### src/rtl/mem_port_arbiter.sv
// Shares one single-ported memory between fetch and data paths; data wins ties unless ARB_ROUND_ROBIN_EN alternates priority.
// Latency: request in IDLE cycle T -> mem_en in T+1 -> ready pulse in T+2+MEM_LATENCY.
// Backpressure: requesters hold req and see *_stall until their one-cycle ready pulse.
module mem_port_arbiter #(
  parameter int ADDR_W      = 32,
  parameter int DATA_W      = 32,
  parameter int MEM_LATENCY = 2
) (
  input  logic              clk,
  input  logic              reset,
  input  logic              if_req,
  input  logic [ADDR_W-1:0] if_addr,
  output logic [DATA_W-1:0] if_rdata,
  output logic              if_ready,
  output logic              if_stall,
  input  logic              d_rd,
  input  logic              d_wr,
  input  logic [ADDR_W-1:0] d_addr,
  input  logic [DATA_W-1:0] d_wdata,
  output logic [DATA_W-1:0] d_rdata,
  output logic              d_ready,
  output logic              d_stall,
  output logic              mem_en,
  output logic              mem_we,
  output logic [ADDR_W-1:0] mem_addr,
  output logic [DATA_W-1:0] mem_wdata,
  input  logic [DATA_W-1:0] mem_rdata
);

  typedef enum logic [1:0] {IDLE, ISSUE, WAIT, DONE} state_t;

  localparam logic [3:0] LAT_M1 = 4'(MEM_LATENCY - 1);

  state_t     state, state_nxt;
  logic [3:0] cnt;
  logic       owner_d;
  logic       is_wr;
  logic       d_pend;
  logic       grant_d;
  logic       grant_f;
  logic       prio_data;

  assign d_pend   = d_rd | d_wr;
  assign if_stall = if_req & ~if_ready;
  assign d_stall  = d_pend & ~d_ready;

  always_ff @(posedge clk) begin
    if (!reset) state <= IDLE;
    else        state <= state_nxt;
  end

  always_comb begin
    state_nxt = state;
    case (state)
      IDLE:    if (grant_d || grant_f) state_nxt = ISSUE;
      ISSUE:   state_nxt = WAIT;
      WAIT:    if (cnt == '0) state_nxt = DONE;
      DONE:    state_nxt = IDLE;
      default: state_nxt = IDLE;
    endcase
  end

  // A lone requester is always served, whatever the pointer says.
  always_comb begin
    grant_d = 1'b0;
    grant_f = 1'b0;
    if (state == IDLE) begin
      if (d_pend && (prio_data || !if_req)) grant_d = 1'b1;
      else if (if_req)                      grant_f = 1'b1;
    end
  end

`ifdef ARB_ROUND_ROBIN_EN
  always_ff @(posedge clk) begin
    if (!reset)       prio_data <= 1'b1;
    else if (grant_d) prio_data <= 1'b0;
    else if (grant_f) prio_data <= 1'b1;
  end
`else
  assign prio_data = 1'b1;
`endif

  always_ff @(posedge clk) begin
    if (!reset) begin
      mem_en    <= 1'b0;
      mem_we    <= 1'b0;
      mem_addr  <= '0;
      mem_wdata <= '0;
      if_rdata  <= '0;
      d_rdata   <= '0;
      if_ready  <= 1'b0;
      d_ready   <= 1'b0;
      cnt       <= '0;
      owner_d   <= 1'b0;
      is_wr     <= 1'b0;
    end else begin
      mem_en   <= grant_d | grant_f;
      mem_we   <= grant_d & d_wr;
      if_ready <= 1'b0;
      d_ready  <= 1'b0;
      if (grant_d) begin
        owner_d   <= 1'b1;
        is_wr     <= d_wr;
        mem_addr  <= d_addr;
        mem_wdata <= d_wdata;
      end else if (grant_f) begin
        owner_d  <= 1'b0;
        is_wr    <= 1'b0;
        mem_addr <= if_addr;
      end
      if (state == ISSUE)                 cnt <= LAT_M1;
      else if (state == WAIT && cnt != '0) cnt <= cnt - 1'b1;
      // Last WAIT cycle: read data is valid now, ready lands in DONE.
      if (state == WAIT && cnt == '0) begin
        if (owner_d) begin
          d_ready <= 1'b1;
          if (!is_wr) d_rdata <= mem_rdata;
        end else begin
          if_ready <= 1'b1;
          if_rdata <= mem_rdata;
        end
      end
    end
  end

endmodule

### config.mk
export PLATFORM = sky130hd
export DESIGN_NAME = mem_port_arbiter
export DESIGN_NICKNAME = d
export VERILOG_FILES = /design/src/rtl/mem_port_arbiter.sv
export SDC_FILE = /design/constraint.sdc
export NUM_CORES = 1
export LEC_CHECK = 0
export CORE_MARGIN = 2
export CORE_UTILIZATION = 41
export CTS_CLUSTER_DIAMETER = 150
export DETAILED_ROUTE_END_ITERATION = 16
export PLACE_DENSITY_LB_ADDON = 0.2
export SYNTH_ARGS = -nofsm -noshare
export SYNTH_HDL_FRONTEND = slang
export SYNTH_SLANG_ARGS = --single-unit
### constraint.sdc
create_clock -name clk -period 1.9 [get_ports clk]
set_input_delay 0.285 -clock clk [delete_from_list [all_inputs] [get_ports clk]]
set_output_delay 0.285 -clock clk [all_outputs]
set_load 0.03 [all_outputs]
Word level (Yosys, flattened, before mapping) --
Cells that the tools add are included.
Storage, ports and cells: bits in registers 140, bits of input ports 133, output and inout port bits 134, logic and storage cells 59
Operators by class: add/subtract/negate cells 1, equal/unequal tests 5, multiplexer cells 17, bitwise logic cells 10, reductions and logical operators 13
Operators with widths (number):
- $mux 32 | 2
- $mux 1 | 12
- $pmux 2 s4 | 1
- $reduce_and 2->1 | 3
- $not 1->1 | 5
- $eq 2x2->1 const B | 2
- $logic_not 4->1 | 1
- $mux 2 | 2
- $ne 2x2->1 const B | 2
- $reduce_bool 2->1 | 2
- $reduce_bool 4->1 | 1
- $sub 4x1->4 const B | 1
- $and 1x1->1 | 3
- $reduce_and 3->1 | 1
- $eq 2x1->1 const B | 1
- $logic_and 1x1->1 | 2
- $logic_not 2->1 | 1
- $or 1x1->1 | 2
- $reduce_or 2->1 | 1
- $logic_or 1x1->1 | 1

Logic depth before layout (Yosys ltp) --
Gate-level depths: netlist (run 1).
depth in word-level cells 6, mapped depth 8

Worst setup path after synthesis (run 1) --
OpenSTA, ideal clock, no wires.
kind register to register, start point register state[0], end point register if_ready, library setup time 0.115 ns, arrival 1.450 ns, required time 1.785 ns, setup slack 0.335 ns, stages on the path, launching flop included 9, buffers on the path 3, path through dfxtp_1 > inv_1 > ha_1 > buf_6 > and4bb_4 > nor2b_4 > buf_6 > buf_12 > and2_1
On the way: word-level cells in the longest chain between the ends 3
RTL lines:
- start: declaration | line 34 | state_t state, state_nxt;
- start signal: assignment | line 49 | else state <= state_nxt;
- $eq 2x2->1 | line 114 | if (state == WAIT && cnt == '0) begin
- $logic_and 1x1->1 | line 114
- $reduce_and 2->1 (no line)
- end signal: assignment | line 91 | if_ready <= 1'b0;
- end signal: assignment | line 99 | if_ready <= 1'b0;
- end signal: assignment | line 119 | if_ready <= 1'b1;
- end: declaration | line 14 | output logic if_ready,
No other way between the ends. A chain may end at the register's enable or synchronous reset.

Worst setup path after layout (run 1) --
start point register mem_addr[26], end point output mem_addr[26]
RTL lines:
- start: declaration | line 25 | output logic [ADDR_W-1:0] mem_addr,
- start signal: assignment | line 104 | mem_addr <= d_addr;
- start signal: assignment | line 109 | mem_addr <= if_addr;
No word-level cell between the ends.

==> metrics.md, run 1 <==
| Metric | Value |
|---|---|
| Status | finished, final reports clean |
| Post-synthesis compound-gate area fraction | 9.85% |
| Resized cells post-CTS | 0 |
| Maximum clock path buffer count | 2 |
| Filler cells | 1034 |
| DP Area | 8330 um2 |
| Yosys warns | 0 |
| Die X | 121 um |
| Initial core utilization | 42.1% |
| H-tree levels | 4 |
| Max_cap viols | 0 |
| Worst hold stages | 3 |
| Slew headroom | 73.6% |
| Mapped Cells | 625 |
| Sink Count | 140 |
| # diodes | 0 |
| Routed Antenna Nets | 0 |
| WP depth | 1 |
| Commonest cells after routing, fill and taps aside | clkdlybuf4s50_1 (263), nand2_1 (195), dfxtp_1 (140), mux2i_1 (65), nor2_1 (38) |
| Critical Path End Type | primary output |
| Area of the multi-input gates | 2420 um2 |
| Flop pwr share | 32.5% |
| DRT iter0 DRCs | 366 |
| Lkg Pwr | 3.54 nW |
| Initial antenna violation count | 0 |
| Post-Syn Area | 5580 um2 |
| CP Data Arrival Time | 1.47 ns |
| Post-route DRC | 0 |
| Seq cells post-synth | 140 |
| Synth cell types | 35 |
| Final hold vios | 0 |
| Detailed Routing Iterations Pass 1 | 5 |
| Vias | 5300 |
| Sw frac | 36.9% |
| FP Rows | 42 |
| Root buffer cell | clkbuf_16 |
| Tcrit/Tclk final | 92.6% |
| Largest family of logic cells by synthesized area | simple AND/OR/NAND/NOR gates |
| Post-DP HPWL | 11900 um |
| Grt total ovfl | 0 |
| Clk slew on worst S/H paths | 0.06 ns |
| Cts hold-fix bufs | 0 |
| Critical Path Fanout Max | 2 |
| Die Area | 14500 um2 |
| Reg2Reg Launch Point | cnt[0]$_SDFFE_PN0P_ |
| First-pass GRT wire length | 26100 um |
| Avg Cell Area, Syn | 8.92 um2 |
| Sw Pwr | 4.52 mW |
| Combinational share of power | 40.7% |
| Simple-Gate Fraction of Synth Area | 20.7% |
| FF-to-FF path depth | 6 |
| Vias per inst | 4.98 |
| Fin crit period | 1.76 ns |
| Worst slew pin tran | 0.394 ns |
| Setup bufs post-CTS | 0 |
| CP max stage delay | 0.73 ns |
| Power Internal | 7.73 mW |
| Ports | 267 |
| PortBufs | 266 |
| Critical path cell sequence | clkdlybuf4s50_1 |
| Hold Crit Start | reset |
| Fmax | 0.568 GHz |
| Nets | 1012 |
| Total GRT Usage | 22.6% |
| Post-synthesis adder-cell area fraction | 0.898% |
| Vias in the first global route | 5266 |
| Routed wire length | 16600 um |
| Worst hold path type | primary input to flop |
| Buf/Inv on CP | 1 |
| Core ar. | 13200 um2 |
| CP Launch Type | flop |
| Share of layout cells above drive strength 1 | 6.64% |
| FF/Latch Area | 2800 um2 |
| Sequential share of the synthesized area | 50.3% |
| PwrDens | 1370 nW/um2 |
| CTS tree | built |
| Largest net degree at the start of global routing | 73 |
| Slowest cell on crit path | clkdlybuf4s50_1 |
| Maximum VDD drop | 0.786 mV |
| Most common cell after layout, fill and taps aside | clkdlybuf4s50_1 |
| Pins Over Slew Limit | 0 |
| Routability cong. | 0.808 |
| RSZ-0062 raised after global routing | no |
| Crit path max-delay family | buffers and inverters |
| Setup TNS | 0 ns |
| Design Area, Final | 8930 um2 |
| Xor and xnor fraction of the mapped netlist area | 0.157% |
| Die Ht | 121 um |
| Num CTS Buffers | 17 |
| CP startpoint | mem_addr[26]$_SDFFE_PN0P_ |
| Clock skew | 0.00521 ns |
| Setup CP Type | flop to primary output |
| Final setup viols | 0 |
| Worst Path Required | 1.62 ns |
| Proportion of synthesized area in mux cells | 11.7% |
| WL/cell | 15.6 um |
| Worst-Skew Late Latency | 0.41 ns |
| P&R area growth vs syn | 60.1% |
| Clock Power Share | 26.9% |
| Synthesized net count | 762 |
[worst register-to-register path: stages (launching register included)]
cell and delay (ns):
dfxtp_1 0.34, inv_1 0.07, ha_1 0.20, and4bb_4 0.27, nor2b_4 0.28, buf_12 0.26
mux2i_1 0.27
[area by class of cell]
cell class,count,share of cell area [%]
flip-flops and latches,140,31.4
repair buffers,284,32.1
inverters,6,0.252
clock buffers,23,5.47
multi-input cells,426,27.1
clock inverters,9,1.23
well taps,176,2.47
[power by group through the flow]
stage	Sequential (mW)	Combinational (mW)	Clock, mW
after detailed placement	4.03	5.01	0
final	3.98	4.98	3.29
after global routing	4.04	5.34	3.50
after global placement	4.01	4.90	0
after floorplan	5.20	1.84	0
after CTS	3.98	5.02	3.37
[sequential cells by signal, summed over array words and instances, names as in the netlist]
name / flops
mem_addr: 32
d_ready: 1
cnt: 4
d_rdata: 32
if_rdata: 32
mem_wdata: 32
owner_d: 1
is_wr: 1
if_ready: 1
mem_we: 1
mem_en: 1
state: 2
[metrics by stage]
stage | cells | power (mW) | util, % | hold slack [ns] | setup WS, ns
finish | 1064 | 12.3 | 67.4 | 0.295 | 0.140
global placement | 1032 | 8.90 | 62.9 | 0.441 | 0.193
CTS | 1064 | 12.4 | 67.4 | 0.276 | 0.104
floorplan | 625 | 7.03 | - | 0.421 | 0.335
global route | 1064 | 12.9 | 67.4 | 0.303 | 0.0540
detailed placement | 1032 | 9.04 | 62.9 | 0.445 | 0.0697
[per-layer routing]
layer  track usage (%)  vias to the layer above  routed length [um]
met4              10.4                        0                 408
met3              7.97                       26                1520
met5                 0                        -                   0
li1                  -                     2601                   -
met2              38.1                      228                8230
met1              25.5                     2445                6430
[Yosys cell counts (all sizes together)]
cell | count | area, um2
nand2 | 196 | 738
a41o | 1 | 10.0
ha | 4 | 50.1
buf | 26 | 235
o21a | 1 | 7.51
nand3b | 1 | 11.3
xor2 | 1 | 8.76
o211ai | 1 | 7.51
nand3 | 32 | 160
a21oi | 34 | 170
mux2i | 65 | 651
and3 | 2 | 13.8
o21ai | 1 | 8.76
nand2b | 2 | 12.5
a31o | 1 | 8.76
and4bb | 1 | 16.3
or3b | 1 | 8.76
a22oi | 1 | 21.3
a211oi | 2 | 15.0
nor3 | 3 | 15.0
and2 | 1 | 6.26
inv | 6 | 22.5
clkbuf | 27 | 101
dfxtp | 140 | 2800
and4b | 1 | 10.0
o221a | 1 | 11.3
nor2 | 38 | 143
a311oi | 33 | 289
nor2b | 2 | 20.0
[final timing paths]
kind	slack, ns	to
min	0.30	if_rdata[4]$_SDFFE_PN0P_
max	0.14	mem_addr[26]
min reg2reg	0.45	mem_wdata[5]$_SDFFE_PN0P_
max reg2reg	0.14	if_rdata[18]$_SDFFE_PN0P_
[cell families after synthesis]
logic type                 after synthesis
xor gates and xnor gates                 1
muxes                                   65
and+or+nand+nor                        280
AOI/OAI and AO/OA                       76
adders and majority gates                4
DFF                                    140
buffers and inverters                   59
No activity file was read; power rests on OpenSTA's default activity.
==> inputs of run 2 (changes only) <==
--- a/config.mk
+++ b/config.mk
@@ -5,6 +5,7 @@
 export SDC_FILE = /design/constraint.sdc
 export NUM_CORES = 1
 export LEC_CHECK = 0
+export ABC_CLOCK_PERIOD_IN_PS = 1900
 export CORE_MARGIN = 2
 export CORE_UTILIZATION = 41
 export CTS_CLUSTER_DIAMETER = 150
==> results of run 2 <==
Final layout, timing and power as in run 1 (identical DEF).
